### config.mk
export PLATFORM = sky130hd
export DESIGN_NAME = window_stats
export DESIGN_NICKNAME = d
export VERILOG_FILES = /design/src/rtl/window_stats_pkg.sv /design/src/rtl/strobe_edge.sv /design/src/rtl/window_stats.sv
export SDC_FILE = /design/constraint.sdc
export NUM_CORES = 1
export LEC_CHECK = 0
export ABC_AREA = 1
export CAP_MARGIN = 20
export CORE_AREA = 4 4 110 112
export DETAILED_ROUTE_END_ITERATION = 12
export DIE_AREA = 0 0 114 116
export GPL_TIMING_DRIVEN = 0
export PLACE_DENSITY_LB_ADDON = 0.3
export RECOVER_POWER = 50
export SETUP_SLACK_MARGIN = 0.2
export SLEW_MARGIN = 20
export SYNTH_ARGS = -nofsm -noshare
export SYNTH_HDL_FRONTEND = slang
export SYNTH_SLANG_ARGS = --single-unit
export TNS_END_PERCENT = 20
### constraint.sdc
create_clock -name clk -period 3.4 [get_ports clk]
set_input_delay 0.51 -clock clk [delete_from_list [all_inputs] [get_ports clk]]
set_output_delay 0.51 -clock clk [all_outputs]
set_load 0.005 [all_outputs]
### src/rtl/window_stats_pkg.sv
// Shared types and defaults for the window statistics stage.
package window_stats_pkg;

  typedef enum logic {S_FIRST, S_ACC} state_t;

  localparam int DEF_DATA_W   = 10;
  localparam int DEF_WIN_LOG2 = 4;

  // Accumulator width: a full window of max-scale samples fits exactly.
  function automatic int sum_w(input int data_w, input int win_log2);
    return data_w + win_log2;
  endfunction

  localparam int DEF_SUM_W = DEF_DATA_W + DEF_WIN_LOG2;

endpackage

### src/rtl/strobe_edge.sv
// Registered rising-edge detector. One pulse per low->high transition of in.
// A level already high when reset releases is not treated as an edge.
module strobe_edge (
  input  logic clk,
  input  logic rst,
  input  logic in,
  output logic pulse
);

  logic r_q;
  logic r_armed;

  // History of the strobe; armed only after one post-reset cycle of sampling
  always_ff @(posedge clk) begin
    if (rst) begin
      r_q     <= 1'b0;
      r_armed <= 1'b0;
    end else begin
      r_q     <= in;
      r_armed <= 1'b1;
    end
  end

  assign pulse = in & ~r_q & r_armed;

endmodule

### src/rtl/window_stats.sv
// Groups strobed samples into windows of 2^WIN_LOG2 and reports
// min / max / peak-to-peak / truncated mean over a valid/ready port.
module window_stats
  import window_stats_pkg::*;
#(
  parameter int DATA_W   = DEF_DATA_W,
  parameter int WIN_LOG2 = DEF_WIN_LOG2
) (
  input  logic              clk,
  input  logic              rst,
  input  logic [DATA_W-1:0] in_data,
  input  logic              in_strobe,
  output logic              out_valid,
  input  logic              out_ready,
  output logic [DATA_W-1:0] out_min,
  output logic [DATA_W-1:0] out_max,
  output logic [DATA_W-1:0] out_p2p,
  output logic [DATA_W-1:0] out_mean,
  output logic              overrun,
  input  logic              clr_overrun
);

  localparam int SUM_W = sum_w(DATA_W, WIN_LOG2);
  localparam logic [WIN_LOG2-1:0] CNT_LAST = {WIN_LOG2{1'b1}};

  state_t              r_state;
  logic [WIN_LOG2-1:0] r_cnt;
  logic [SUM_W-1:0]    r_sum;
  logic [DATA_W-1:0]   r_min;
  logic [DATA_W-1:0]   r_max;

  logic              w_take;
  logic              w_done;
  logic              w_load;
  logic [DATA_W-1:0] w_min_nx;
  logic [DATA_W-1:0] w_max_nx;
  logic [SUM_W-1:0]  w_sum_nx;

  strobe_edge u_edge (
    .clk  (clk),
    .rst  (rst),
    .in   (in_strobe),
    .pulse(w_take)
  );

  // Running stats including the current sample; first sample seeds them
  always_comb begin
    w_min_nx = in_data;
    w_max_nx = in_data;
    w_sum_nx = SUM_W'(in_data);
    if (r_state == S_ACC) begin
      w_min_nx = (in_data < r_min) ? in_data : r_min;
      w_max_nx = (in_data > r_max) ? in_data : r_max;
      w_sum_nx = r_sum + SUM_W'(in_data);
    end
  end

  assign w_done = w_take & (r_state == S_ACC) & (r_cnt == CNT_LAST);
  // A finished window only lands if the slot is free or being drained now
  assign w_load = w_done & (~out_valid | out_ready);

  // Window FSM and accumulators
  always_ff @(posedge clk) begin
    if (rst) begin
      r_state <= S_FIRST;
      r_cnt   <= '0;
      r_sum   <= '0;
      r_min   <= '0;
      r_max   <= '0;
    end else if (w_take) begin
      r_min <= w_min_nx;
      r_max <= w_max_nx;
      r_sum <= w_sum_nx;
      case (r_state)
        S_FIRST: begin
          r_cnt   <= WIN_LOG2'(1);
          r_state <= S_ACC;
        end
        S_ACC: begin
          if (r_cnt == CNT_LAST) begin
            r_cnt   <= '0;
            r_state <= S_FIRST;
          end else begin
            r_cnt <= r_cnt + WIN_LOG2'(1);
          end
        end
        default: r_state <= S_FIRST;
      endcase
    end
  end

  // Output holding register with valid/ready handshake
  always_ff @(posedge clk) begin
    if (rst) begin
      out_valid <= 1'b0;
      out_min   <= '0;
      out_max   <= '0;
      out_p2p   <= '0;
      out_mean  <= '0;
    end else if (w_load) begin
      out_valid <= 1'b1;
      out_min   <= w_min_nx;
      out_max   <= w_max_nx;
      out_p2p   <= w_max_nx - w_min_nx;
      out_mean  <= w_sum_nx[SUM_W-1:WIN_LOG2];
    end else if (out_valid && out_ready) begin
      out_valid <= 1'b0;
    end
  end

  // Sticky drop flag; a new drop beats a simultaneous clear
  always_ff @(posedge clk) begin
    if (rst) begin
      overrun <= 1'b0;
    end else if (w_done && !w_load) begin
      overrun <= 1'b1;
    end else if (clr_overrun) begin
      overrun <= 1'b0;
    end
  end

endmodule

# Yosys cells after proc, flatten, opt, wreduce, memory -nomap -nowiden
# Index checks and enable logic that the tools add are counted.
# word_totals
reg_bits	83
inputBits	15
word_cells	47
ramBits	0
romBits	0
output_inout_bits	42
latchBits	0
memories	0
# classes
n_mux	14
n_shift	0
n_mul	0
n_eq_ne	1
n_reduce_logical	5
div	0
magnitude_cmp	2
addsub	3
bitwise_logic	9
# op_table
operator	n
$mux 10	4
$add 14x10->14	1
$mux 14	1
$gt 10x10->1	1
$lt 10x10->1	1
$sub 10x10->10	1
$pmux 4 s2	1
$mux 1	6
$and 1x1->1	5
$add 4x1->4 const B	1
$eq 4x4->1 const B	1
$mux 4	1
$reduce_bool 2->1	2
$not 1->1	3
$logic_and 1x1->1	2
$pmux 1 s2	1
$logic_not 1->1	1
$or 1x1->1	1

# Logic depth before layout (Yosys ltp)
# Gate-level depths: netlist (run 1).
# depth
depth_word	9
depth_mapped	23
mapped_depth_nobuf	22

# By module
# Synthesis (run 1) repeated with hierarchy kept, for this count alone.
# hier_totals
cells_unflattened	687
area_unflattened_um2	5046.1
# modules_own_cells
module	area_per_inst_um2	seq_area_each_um2	n_inst	cells_each
window_stats	4984.8	1621.6	1	680
strobe_edge	61.3	40.0	1	7

# Worst setup path before layout (run 1)
# OpenSTA, ideal clock, no wires.
# synth_timing
kind	input port to flip-flop
from	input port in_data[9]
to	register out_p2p[6]
slack_ns	0.207
arrival_time_ns	3.077
required_time_ns	3.285
n_path_buf	1
setup_time_ns	0.115
path_stages	16
path_cell_list	ha_1 -> a21o_1 -> nor2_1 -> nand3_1 -> nand2_1 -> buf_2 -> o21ai_1 -> ha_1 -> fa_1 -> o31ai_1 -> a21oi_1 -> nor2_1 -> nor2_1 -> xnor2_1 -> o21ai_0 -> inv_1
# synth_via
elab_chain_cells	4
word_cells_on_any_way	7
cone_classes	add/sub (1); order compare (2); mux (4)
# synth_rtl
element	line_no	rtl
start: declaration	window_stats.sv:11	input logic [DATA_W-1:0] in_data,
$lt 10x10->1	window_stats.sv:52	w_min_nx = (in_data < r_min) ? in_data : r_min;
$mux 10	window_stats.sv:52	
$mux 10	window_stats.sv:51	if (r_state == S_ACC) begin
via w_min_nx[0]	window_stats.sv:35	logic [DATA_W-1:0] w_min_nx;
$sub 10x10->10	window_stats.sv:104	out_p2p <= w_max_nx - w_min_nx;
end signal: assignment	window_stats.sv:104	
end: declaration	window_stats.sv:17	output logic [DATA_W-1:0] out_p2p,
# The timed path passes the listed nets, and every way through them passes these cells.
# A chain may end at the register's enable or synchronous reset.

# Worst setup path after layout (run 1)
# layout_timing
from	register r_min[3]
to	register out_p2p[8]
# layout_via
elab_chain_cells	4
# layout_rtl
element	line_no	rtl
start: declaration	window_stats.sv:29	logic [DATA_W-1:0] r_min;
start signal: assignment	window_stats.sv:71	r_min <= w_min_nx;
$lt 10x10->1	window_stats.sv:52	
$mux 10	window_stats.sv:52	
$mux 10	window_stats.sv:51	
via w_min_nx[0]	window_stats.sv:35	
$sub 10x10->10	window_stats.sv:104	
# The timed path passes the listed nets, and every way through them passes these cells.

==> flow_summary_export.csv, run 1 <==
group,metric,value,unit
outcome,status,"finished, final reports clean",
setup_path,crit_type,"flop to flop",
synth,async_reset_ff_frac,0,
setup_path,r2r_setup_slack,0.31,ns
synth,syn-num-nets,756,
setup_path,startpoint,"r_min[3]",
pwr,p_leak,3.16,nW
min_path,holdPathEnd,"overrun",
placement,routabilityCongestion,0.897,
cts,cts-htree-levels,3,
die,ios,57,
synth,yosysTopAreaCell,"dfxtp_1",
setup_path,r2r_cells,19,
pwr,vdd_drop_max,0.000265,V
pwr,p_per_area,418,nW/um2
global_route,first_global_vias,4672,
layout,drive_above_1_share,0.136,
synth,synth_edf_count,0,
cts,ctsHoldBuffers,0,
synth,ys_types,38,
min_path,hold_depth,2,
cts,cts_max_path_buffers,2,
die,rows,39,
die,coreArea,11200,um2
setup_path,critPathArrivalTime,3.33,ns
die,dieHeight,116,um
synth,ys_ff_latch,83,
detailed_routing,drt-pass1-iter-count,5,
synth,synth_top_area_share,0.339,
global_route,track_usage,0.213,
setup_path,crit_path_end_kind,"flop",
global_route,gr-total-overflow,0,
setup_path,worstPathRequired,3.64,ns
sta,fmax,324,MHz
synth,synth-main-ff-cell,"dfxtp_1",
synth,yosys_warnings,0,
synth,avgSynthCellArea,7.01,um2
die,initial_core_util,0.437,
setup_path,crit_chain,"inv_1 > ha_1 > nand2_1 > nor2_1 > nand3_1 > nand3_2 > nand2_2 > buf_6 > nand2_2 > o21ai_4 > ha_4 > fa_2 > o31ai_4 > nand4_1 > o211ai_1 > or2_4 > nand3_1 > nand2_1 > inv_1",
cts,numCtsBuffers,9,
detailed_routing,wirelength,14200,um
cts,clkSlewWorstSetupHoldPaths,0.06,ns
placement,dpl.hpwl,10600,um
placement,pre_cts_ws,-0.969,ns
setup_path,rr_startpoint,"r_min[3]",
setup_path,rr_endpoint,"out_p2p[8]",
cts,cts_sinks,83,
setup_path,critPathLaunchType,"flop",
sta,fin_crit_sh,0.908,
sta,drv_slew,0,
setup_path,critPathMaxFanout,10,
die,die_width,114,um
min_path,hp-class,"flop to flop",
detailed_routing,drc,0,
placement,port_buffers,56,
synth,netlist_area,4910,um2
placement,dp.cells,899,
detailed_routing,drtAntennaViolNets,0,
layout,n_antenna_cell,0,
detailed_routing,vias,4895,
sta,slew_headroom,0.598,
cts,cts.root.buffer_cell,"clkbuf_16",
min_path,min_from,"overrun",
setup_path,critPathMaxStageDelay,0.42,ns
sta,hold_violations,0,
layout,syn_to_final_growth,26.3,%
synth,synthTopCellsByArea,"dfxtp_1 34%, nand2_1 10%, ha_1 9.9%",
sta,rsz0062_at_grt,"false",
layout,layoutNonFillerInstCount,924,
layout,nFillCells,1081,
sta,worst_slack,0.311,ns
cts,clock_latency,0.34,ns
detailed_routing,routedWlPerCell,15.4,um
sta,skew,0.00830,ns
layout,layout_common_cells,"127 x nand2_1, 117 x inv_1, 77 x dfxtp_1, 63 x nor2_1, 53 x a21oi_1",
sta,fin_crit,3.09,ns
synth,netlist_instances,700,
run,maxCapViolations,0,
global_route,grt_max_degree,14,
sta,tightest_slew,0.602,ns
synth,ys_seq_area_frac,0.339,
detailed_routing,dr.first_iter.drc_count,325,
die,die_area,13200,um2
global_route,grt_first_pass_wirelength,22100,um
cts,cts_tree,"yes",
detailed_routing,viasPerCell,5.30,
layout,layout_commonest_cell,"nand2_1",
setup_path,slowest_stage,"fa_2",
layout,nNetsFinal,832,
sta,setup_viol,0,
global_route,grt_antenna_before_repair,0,
-- how the worst max path moves through the flow --
stage	endpoint	slack, ns
2_1_floorplan	out_p2p[6]	0.21
5_1_grt	out_p2p[8]	0.09
3_5_place_dp	out_p2p[8]	-0.97
4_1_cts	out_p2p[6]	0.20
3_3_place_gp	out_p2p[6]	-0.86
6_report	out_p2p[8]	0.31
-- through the flow --
stage	power (W)	setup TNS [ns]	util	instance area [um2]	hold slack (ns)
2_1_floorplan	0.00138	0	-	4910	0.449
3_3_place_gp	0.00150	-4.40	0.503	5650	0.456
3_5_place_dp	0.00152	-5.08	0.503	5650	0.468
4_1_cts	0.00253	0	0.534	5990	0.494
5_1_grt	0.00270	0	0.552	6200	0.514
6_report	0.00259	0	0.552	6200	0.492
-- critical path: cells and delay by family, from the launching register on --
| family | cells | cell delay, ns |
|---|---|---|
| AND/OR/NAND/NOR | 10 | 0.94 |
| flip-flops | 1 | 0.39 |
| buffers and inverters | 3 | 0.24 |
| AO/OA/AOI/OAI | 3 | 0.51 |
| adder cells (fa/ha/maj) | 3 | 0.89 |
-- routing by layer --
metal | wire (um) | up-vias | share of wire | GRT usage
met5 | 0 | - | 0 | 0
met4 | 430 | 0 | 0.030 | 0.0879
met3 | 756 | 36 | 0.053 | 0.0371
met2 | 6830 | 158 | 0.48 | 0.361
met1 | 6220 | 2281 | 0.44 | 0.267
li1 | - | 2420 | - | -
-- flip-flops by register name, indices dropped and copies added, names as in the netlist --
name / count
overrun: 1
out_min: 10
r_cnt: 4
u_edge.r_armed: 1
out_max: 10
u_edge.r_q: 1
r_state: 1
out_p2p: 10
out_valid: 1
r_min: 10
r_max: 10
out_mean: 10
r_sum: 14
-- synthesized netlist by cell type (all sizes together), types with 6 or more instances --
cell / n
nand2: 135
inv: 127
dfxtp: 83
o21ai: 70
nor2: 66
a21oi: 57
ha: 39
nand3: 28
o211ai: 27
buf: 15
clkbuf: 14
xnor2: 6
-- report_power, final --
| part | total [W] | switching, W | internal, W |
|---|---|---|---|
| clock | 0.00101 | 0.000399 | 0.000611 |
| combinational | 0.000551 | 0.000340 | 0.000212 |
| sequential | 0.00103 | 0.0000238 | 0.00100 |
-- area by class of cell --
cell class              count  area, um2  share of cell area
plain buffers              29        165              0.0266
clock buffers              13        260              0.0420
clock inverters             3       46.3             0.00747
inverters                 127        477              0.0769
multi-input cells         461       2820               0.455
flip-flops and latches     83       1670               0.269
well taps                 143        179              0.0289
repair buffers             65        581              0.0936
-- cells by family (layout without fill, tap and decap cells) --
group	count (synthesis)	in the layout	share of synthesized area
buffers and inverters	156	237	0.129
AO/OA/AOI/OAI	169	169	0.202
flip-flops	83	83	0.339
XOR/XNOR	11	11	0.0196
adder cells (fa/ha/maj)	41	41	0.108
AND/OR/NAND/NOR	240	240	0.203
-- repair_timing --
action                                  4_1_cts  5_1_grt
resized for setup                            35       61
buffers inserted                              0        9
pin swaps                                     2       11
endpoints found under the setup margin        8        6
Note: power is estimated with default switching activity, not from simulation.
==> run 2: changes to the inputs <==
--- a/config.mk
+++ b/config.mk
@@ -5,11 +5,10 @@
 export SDC_FILE = /design/constraint.sdc
 export NUM_CORES = 1
 export LEC_CHECK = 0
-export ABC_AREA = 1
 export CAP_MARGIN = 20
-export CORE_AREA = 4 4 110 112
+export CORE_AREA = 4 4 109 111
 export DETAILED_ROUTE_END_ITERATION = 12
-export DIE_AREA = 0 0 114 116
+export DIE_AREA = 0 0 113 115
 export GPL_TIMING_DRIVEN = 0
 export PLACE_DENSITY_LB_ADDON = 0.3
 export RECOVER_POWER = 50
==> flow_summary_export.csv, run 2 <==
group,metric,value,unit
outcome,status,"complete, but fails checks",
outcome,violations,"negative setup slack",
synth,ys_seq_area_frac,0.342,
run,maxCapViolations,0,
detailed_routing,drt-pass1-iter-count,5,
die,dieHeight,115,um
placement,routabilityCongestion,0.892,
pwr,swShare,0.317,
cts,cts_tree,"yes",
min_path,hp-class,"flop to flop",
layout,syn_to_final_growth,29.4,%
detailed_routing,viasPerCell,5.79,
sta,setup-tns-final,-0.536,ns
layout,layout_commonest_cell,"nor2_1",
synth,netlist_instances,587,
global_route,grt_antenna_before_repair,0,
sta,rsz0062_at_grt,"true",
die,initial_core_util,0.450,
layout,drive_above_1_share,0.193,
layout,largest_reg_flops,14,
setup_path,critPathMaxFanout,3,
setup_path,critPathTopFamily,"compound AO/OA/AOI/OAI gates",
synth,synth_edf_count,0,
sta,fmax,275,MHz
setup_path,crit_type,"flop to flop",
min_path,hold_depth,2,
sta,hold_violations,0,
global_route,track_usage,0.228,
cts,cts-htree-levels,3,
placement,dpl.hpwl,10500,um
setup_path,critPathLaunchType,"flop",
die,die_width,113,um
sta,worst_slack,-0.242,ns
cts,clkSlewWorstSetupHoldPaths,0.09,ns
sta,setup_viol,4,
sta,fin_crit,3.64,ns
die,rows,38,
cts,cts_max_path_buffers,2,
pwr,p_comb_frac,0.250,
detailed_routing,wirelength,15000,um
placement,dp.cells,783,
synth,ys_ff_latch,83,
pwr,p_leak,2.45,nW
cts,clock_latency,0.36,ns
setup_path,slowest_stage,"or3b_1",
setup_path,worstPathRequired,3.70,ns
pwr,p_int,0.00150,W
setup_path,r2r_setup_slack,-0.24,ns
layout,layoutNonFillerInstCount,829,
global_route,first_global_vias,4620,
cts,cts_sinks,83,
setup_path,crit_chain,"inv_2 > ha_4 > a211o_1 > a21oi_4 > o41ai_4 > o21ai_4 > buf_6 > mux2i_4 > inv_2 > ha_4 > nor2b_4 > o31a_1 > o2111ai_2 > nand2_1 > nor2_2 > or3b_1 > nand4b_1",
cts,numCtsBuffers,9,
global_route,grt_first_pass_wirelength,23400,um
synth,synthTopCellsByArea,"dfxtp_1 34%, ha_1 10%, nor2_1 6.3%",
sta,skew,0.00808,ns
synth,avgSynthCellArea,8.28,um2
setup_path,critPathMaxStageDelay,0.37,ns
pwr,vdd_drop_max,0.000253,V
synth,netlist_top_cells_count,"83 x dfxtp_1, 81 x nor2_1, 56 x a21oi_1",
synth,ys_types,61,
die,coreArea,10800,um2
sta,tightest_slew,0.772,ns
detailed_routing,dr.first_iter.drc_count,399,
setup_path,crit_path_end_kind,"flop",
setup_path,r2r_cells,17,
cts,cts.root.buffer_cell,"clkbuf_8",
detailed_routing,drc,0,
pwr,power_frac_clock,0.289,
sta,slew_headroom,0.483,
die,die_area,13000,um2
synth,synth-main-ff-cell,"dfxtp_1",
synth,netlist_area,4860,um2
pwr,seqPwrFrac,0.461,
die,ios,57,
layout,layout_common_cells,"77 x nor2_1, 71 x dfxtp_1, 49 x a21oi_1, 44 x dlygate4sd3_1, 40 x nand2_1",
layout,n_antenna_cell,0,
detailed_routing,routedWlPerCell,18.1,um
pwr,p_per_area,348,nW/um2
setup_path,rr_startpoint,"r_min[7]",
synth,async_reset_ff_frac,0,
detailed_routing,vias,4797,
min_path,holdPathEnd,"out_p2p[5]",
global_route,gr-total-overflow,0,
synth,yosys_warnings,0,
sta,fin_crit_sh,1.07,
sta,drv_slew,0,
synth,yosysMostFrequentCell,"dfxtp_1",
synth,syn-num-nets,643,
pwr,finalPower,0.00219,W
global_route,grt_max_degree,14,
placement,port_buffers,56,
setup_path,cp_num_buf_inv,3,
detailed_routing,drtAntennaViolNets,0,
synth,yosysTopAreaCell,"dfxtp_1",
layout,nNetsFinal,740,
setup_path,critPathArrivalTime,3.94,ns
setup_path,rr_endpoint,"out_p2p[9]",
layout,regMostFlops,"r_sum",
synth,synth_top_area_share,0.342,
min_path,min_from,"out_p2p[5]",
pwr,p_sw,0.000693,W
-- run 2: cell types whose count changed in the layout (fill, tap and decap cells not counted), moves of 16 or more --
cell      change
o21ai_0      -23
nand2_1      -87
o211ai_1     -23
mux2i_1      +18
buf_4        +16
inv_1        -83
-- run 2: cell type report --
cell class / instances / area (um2)
multi-input combinational: 437 / 3220
clock buffer: 11 / 131
clock inverter: 5 / 30.0
buffer: 31 / 156
inverter: 36 / 135
timing repair buffer: 86 / 762
tap: 140 / 175
fill: 938 / 4500
sequential: 83 / 1680
-- run 2: worst register-to-register path, stage by stage (launching register included) --
cell	delay, ns
dfxtp_2	0.34
inv_2	0.05
ha_4	0.22
a211o_1	0.33
a21oi_4	0.19
o41ai_4	0.12
o21ai_4	0.20
buf_6	0.14
mux2i_4	0.25
inv_2	0.08
ha_4	0.23
nor2b_4	0.12
o31a_1	0.31
o2111ai_2	0.23
nand2_1	0.12
nor2_2	0.17
or3b_1	0.37
nand4b_1	0.09
-- run 2: worst max-delay path by stage --
stage                          start         end  slack (ns)  depth (start not counted)
after global placement    in_data[9]  out_p2p[6]       -1.15                         15
after floorplan           in_data[7]  out_p2p[8]       -0.08                         15
after CTS                   r_min[7]  out_p2p[8]       -0.07                         16
after global routing        r_max[7]  out_p2p[9]       -0.34                         16
after detailed placement  in_data[9]  out_p2p[9]       -1.26                         16
final                       r_min[7]  out_p2p[9]       -0.24                         17
-- run 2: kinds of logic (layout without fill, tap and decap cells) --
family                   after synthesis  in the layout  synth area share
AO/OA/AOI/OAI                        154            154             0.207
XOR/XNOR                               8              8            0.0144
adder cells (fa/ha/maj)               41             41             0.109
buffers and inverters                 67            169            0.0572
flip-flops                            83             83             0.342
multiplexers                          31             31            0.0687
AND/OR/NAND/NOR                      203            203             0.202
-- run 2: through the flow --
| stage | setup slack (ns) | instance area, um2 | utilization | hold WS [ns] |
|---|---|---|---|---|
| 2_1_floorplan | -0.0759 | 4910 | - | 0.436 |
| 3_3_place_gp | -1.15 | 5650 | 0.523 | 0.443 |
| 3_5_place_dp | -1.26 | 5650 | 0.523 | 0.448 |
| 4_1_cts | -0.0696 | 6020 | 0.558 | 0.460 |
| 5_1_grt | -0.342 | 6290 | 0.583 | 0.476 |
| 6_report | -0.242 | 6290 | 0.583 | 0.457 |
-- run 2: metal layers --
metal | global-route usage | part of all wire | up-vias
li1 | - | - | 2280
met1 | 0.283 | 0.42 | 2278
met2 | 0.384 | 0.48 | 199
met3 | 0.0437 | 0.062 | 40
met4 | 0.104 | 0.034 | 0
met5 | 0 | 0 | -
-- run 2: what timing repair did --
action                     CTS  global route
setup endpoints to repair    9             7
gates resized for setup     75            30
hold buffers                 0             0
buffers inserted            15            15
pin swaps                   18            25
-- run 2: power by group through the flow --
stage	clock (W)	sequential [W]	combinational, W
CTS	0.000647	0.00101	0.000489
global placement	0	0.00103	0.000431
global route	0.000690	0.00101	0.000595
finish	0.000633	0.00101	0.000548
floorplan	0	0.00103	0.000320
detailed placement	0	0.00103	0.000443
==> run 3: changes to the inputs <==
--- a/config.mk
+++ b/config.mk
@@ -17,4 +17,4 @@
 export SYNTH_ARGS = -nofsm -noshare
 export SYNTH_HDL_FRONTEND = slang
 export SYNTH_SLANG_ARGS = --single-unit
-export TNS_END_PERCENT = 20
+export TNS_END_PERCENT = 100
==> flow_summary_export.csv, run 3 (same netlist as run 2, synthesis figures left out) <==
group,metric,value,unit
layout,layout_commonest_cell,"nor2_1",
sta,slew_headroom,0.455,
detailed_routing,routedWlPerCell,18.8,um
detailed_routing,drtAntennaViolNets,0,
min_path,hp-class,"flop to flop",
detailed_routing,vias,4786,
layout,layout_common_cells,"77 x nor2_1, 74 x dfxtp_1, 47 x a21oi_1, 44 x dlygate4sd3_1, 37 x nand2_1",
setup_path,crit_type,"flop to flop",
die,die_area,13000,um2
placement,dpl.hpwl,10700,um
global_route,gr-total-overflow,0,
cts,cts_sinks,83,
setup_path,r2r_setup_slack,-0.24,ns
setup_path,r2r_cells,16,
setup_path,critPathMaxFanout,3,
cts,cts.root.buffer_cell,"clkbuf_8",
min_path,hold_depth,2,
placement,dp.cells,783,
cts,cts-htree-levels,3,
placement,port_buffers,56,
die,dieHeight,115,um
min_path,holdPathEnd,"r_min[5]",
die,ios,57,
layout,design_area,6380,um2
cts,cts_max_path_buffers,2,
setup_path,critPathLaunchType,"flop",
sta,skew,0.00952,ns
detailed_routing,dr.first_iter.drc_count,285,
pwr,p_per_area,355,nW/um2
layout,syn_to_final_growth,31.3,%
outcome,status,"complete, but fails checks",
detailed_routing,drc,0,
sta,drv_slew,0,
sta,fmax,275,MHz
sta,hold_violations,0,
layout,layoutNonFillerInstCount,830,
layout,drive_above_1_share,0.210,
global_route,grt_max_degree,14,
layout,largest_reg_flops,14,
sta,setup_viol,4,
sta,worst_slack,-0.242,ns
die,initial_core_util,0.450,
sta,fin_crit,3.64,ns
sta,holdWs,0.462,ns
pwr,vdd_drop_max,0.000239,V
setup_path,rr_startpoint,"r_min[7]",
layout,regMostFlops,"r_sum",
pwr,p_leak,2.49,nW
cts,clock_latency,0.38,ns
cts,numCtsBuffers,9,
layout,n_antenna_cell,0,
detailed_routing,viasPerCell,5.77,
sta,fin_crit_sh,1.07,
placement,postPlaceCellArea,5650,um2
setup_path,crit_path_end_kind,"flop",
cts,cts_tree,"yes",
layout,nFillCells,928,
global_route,track_usage,0.235,
die,coreArea,10800,um2
die,rows,38,
detailed_routing,drt-pass1-iter-count,5,
detailed_routing,wirelength,15600,um
setup_path,critPathArrivalTime,3.97,ns
placement,routabilityCongestion,0.905,
die,die_width,113,um
outcome,violations,"negative setup slack",
global_route,grt_first_pass_wirelength,24000,um
global_route,grt_antenna_before_repair,0,
layout,nNetsFinal,741,
min_path,min_from,"r_min[5]",
run,maxCapViolations,0,
setup_path,worstPathRequired,3.72,ns
cts,clkSlewWorstSetupHoldPaths,0.09,ns
sta,tightest_slew,0.807,ns
sta,rsz0062_at_grt,"true",
setup_path,rr_endpoint,"out_p2p[8]",
global_route,first_global_vias,4765,
## run 3: layer usage
layer / wire [um] / up-vias / global-route usage
li1: - / 2292 / -
met1: 6500 / 2290 / 0.275
met2: 7650 / 158 / 0.415
met3: 816 / 46 / 0.0426
met4: 671 / 0 / 0.117
met5: 0 / - / 0
## run 3: worst max-delay path by stage
stage	end	cells after the start	from
2_1_floorplan	out_p2p[8]	15	in_data[7]
3_3_place_gp	out_p2p[9]	16	in_data[9]
3_5_place_dp	out_p2p[6]	15	in_data[9]
4_1_cts	out_p2p[8]	16	r_min[7]
5_1_grt	out_p2p[8]	16	r_min[3]
6_report	out_p2p[8]	16	r_min[7]
## run 3: layout make-up
| cell class | instances | area (um2) | area share |
|---|---|---|---|
| Buffer | 31 | 156 | 0.0245 |
| Clock buffer | 11 | 151 | 0.0237 |
| Clock inverter | 5 | 27.5 | 0.00431 |
| Inverter | 36 | 135 | 0.0212 |
| Multi-Input combinational cell | 437 | 3300 | 0.517 |
| Sequential cell | 83 | 1680 | 0.262 |
| Tap cell | 140 | 175 | 0.0274 |
| Timing Repair Buffer | 87 | 763 | 0.120 |
## run 3: timing repair
| item | 4_1_cts | 5_1_grt |
|---|---|---|
| buffers inserted | 23 | 8 |
| resized for setup | 84 | 39 |
| hold buffers | 0 | 0 |
| pin swaps | 16 | 14 |
| endpoints found under the hold margin | 0 | 0 |
| endpoints found under the setup margin | 9 | 6 |
## run 3: worst max-delay path: stages (launching register included)
cell,delay (ns)
dfxtp_2,0.34
inv_2,0.05
ha_4,0.23
a211o_1,0.30
a21oi_4,0.16
o41ai_4,0.12
o21ai_4,0.21
mux2_4,0.35
ha_4,0.17
fa_2,0.37
nor2b_4,0.13
o21ai_2,0.08
a21oi_2,0.18
o21a_1,0.17
o211ai_1,0.18
a2111o_1,0.45
nand3_1,0.09
## run 3: stage by stage
stage	util	setup slack [ns]	total power, W	TNS (ns)
6_report	0.591	-0.242	0.00227	-0.473
5_1_grt	0.591	-0.317	0.00236	-1.08
4_1_cts	0.568	-0.109	0.00221	-0.139
3_5_place_dp	0.523	-1.22	0.00147	-8.06
3_3_place_gp	0.523	-1.16	0.00146	-7.70
2_1_floorplan	-	-0.0759	0.00135	-0.143
## run 3: where the power goes
group / internal [W] / leakage, nW / total (W) / switching (W)
Sequential: 0.000994 / 0.677 / 0.00101 / 0.0000146
Combinational: 0.000254 / 1.72 / 0.000581 / 0.000327
Clock: 0.000300 / 0.0949 / 0.000677 / 0.000377
Total: 0.00155 / 2.49 / 0.00227 / 0.000719
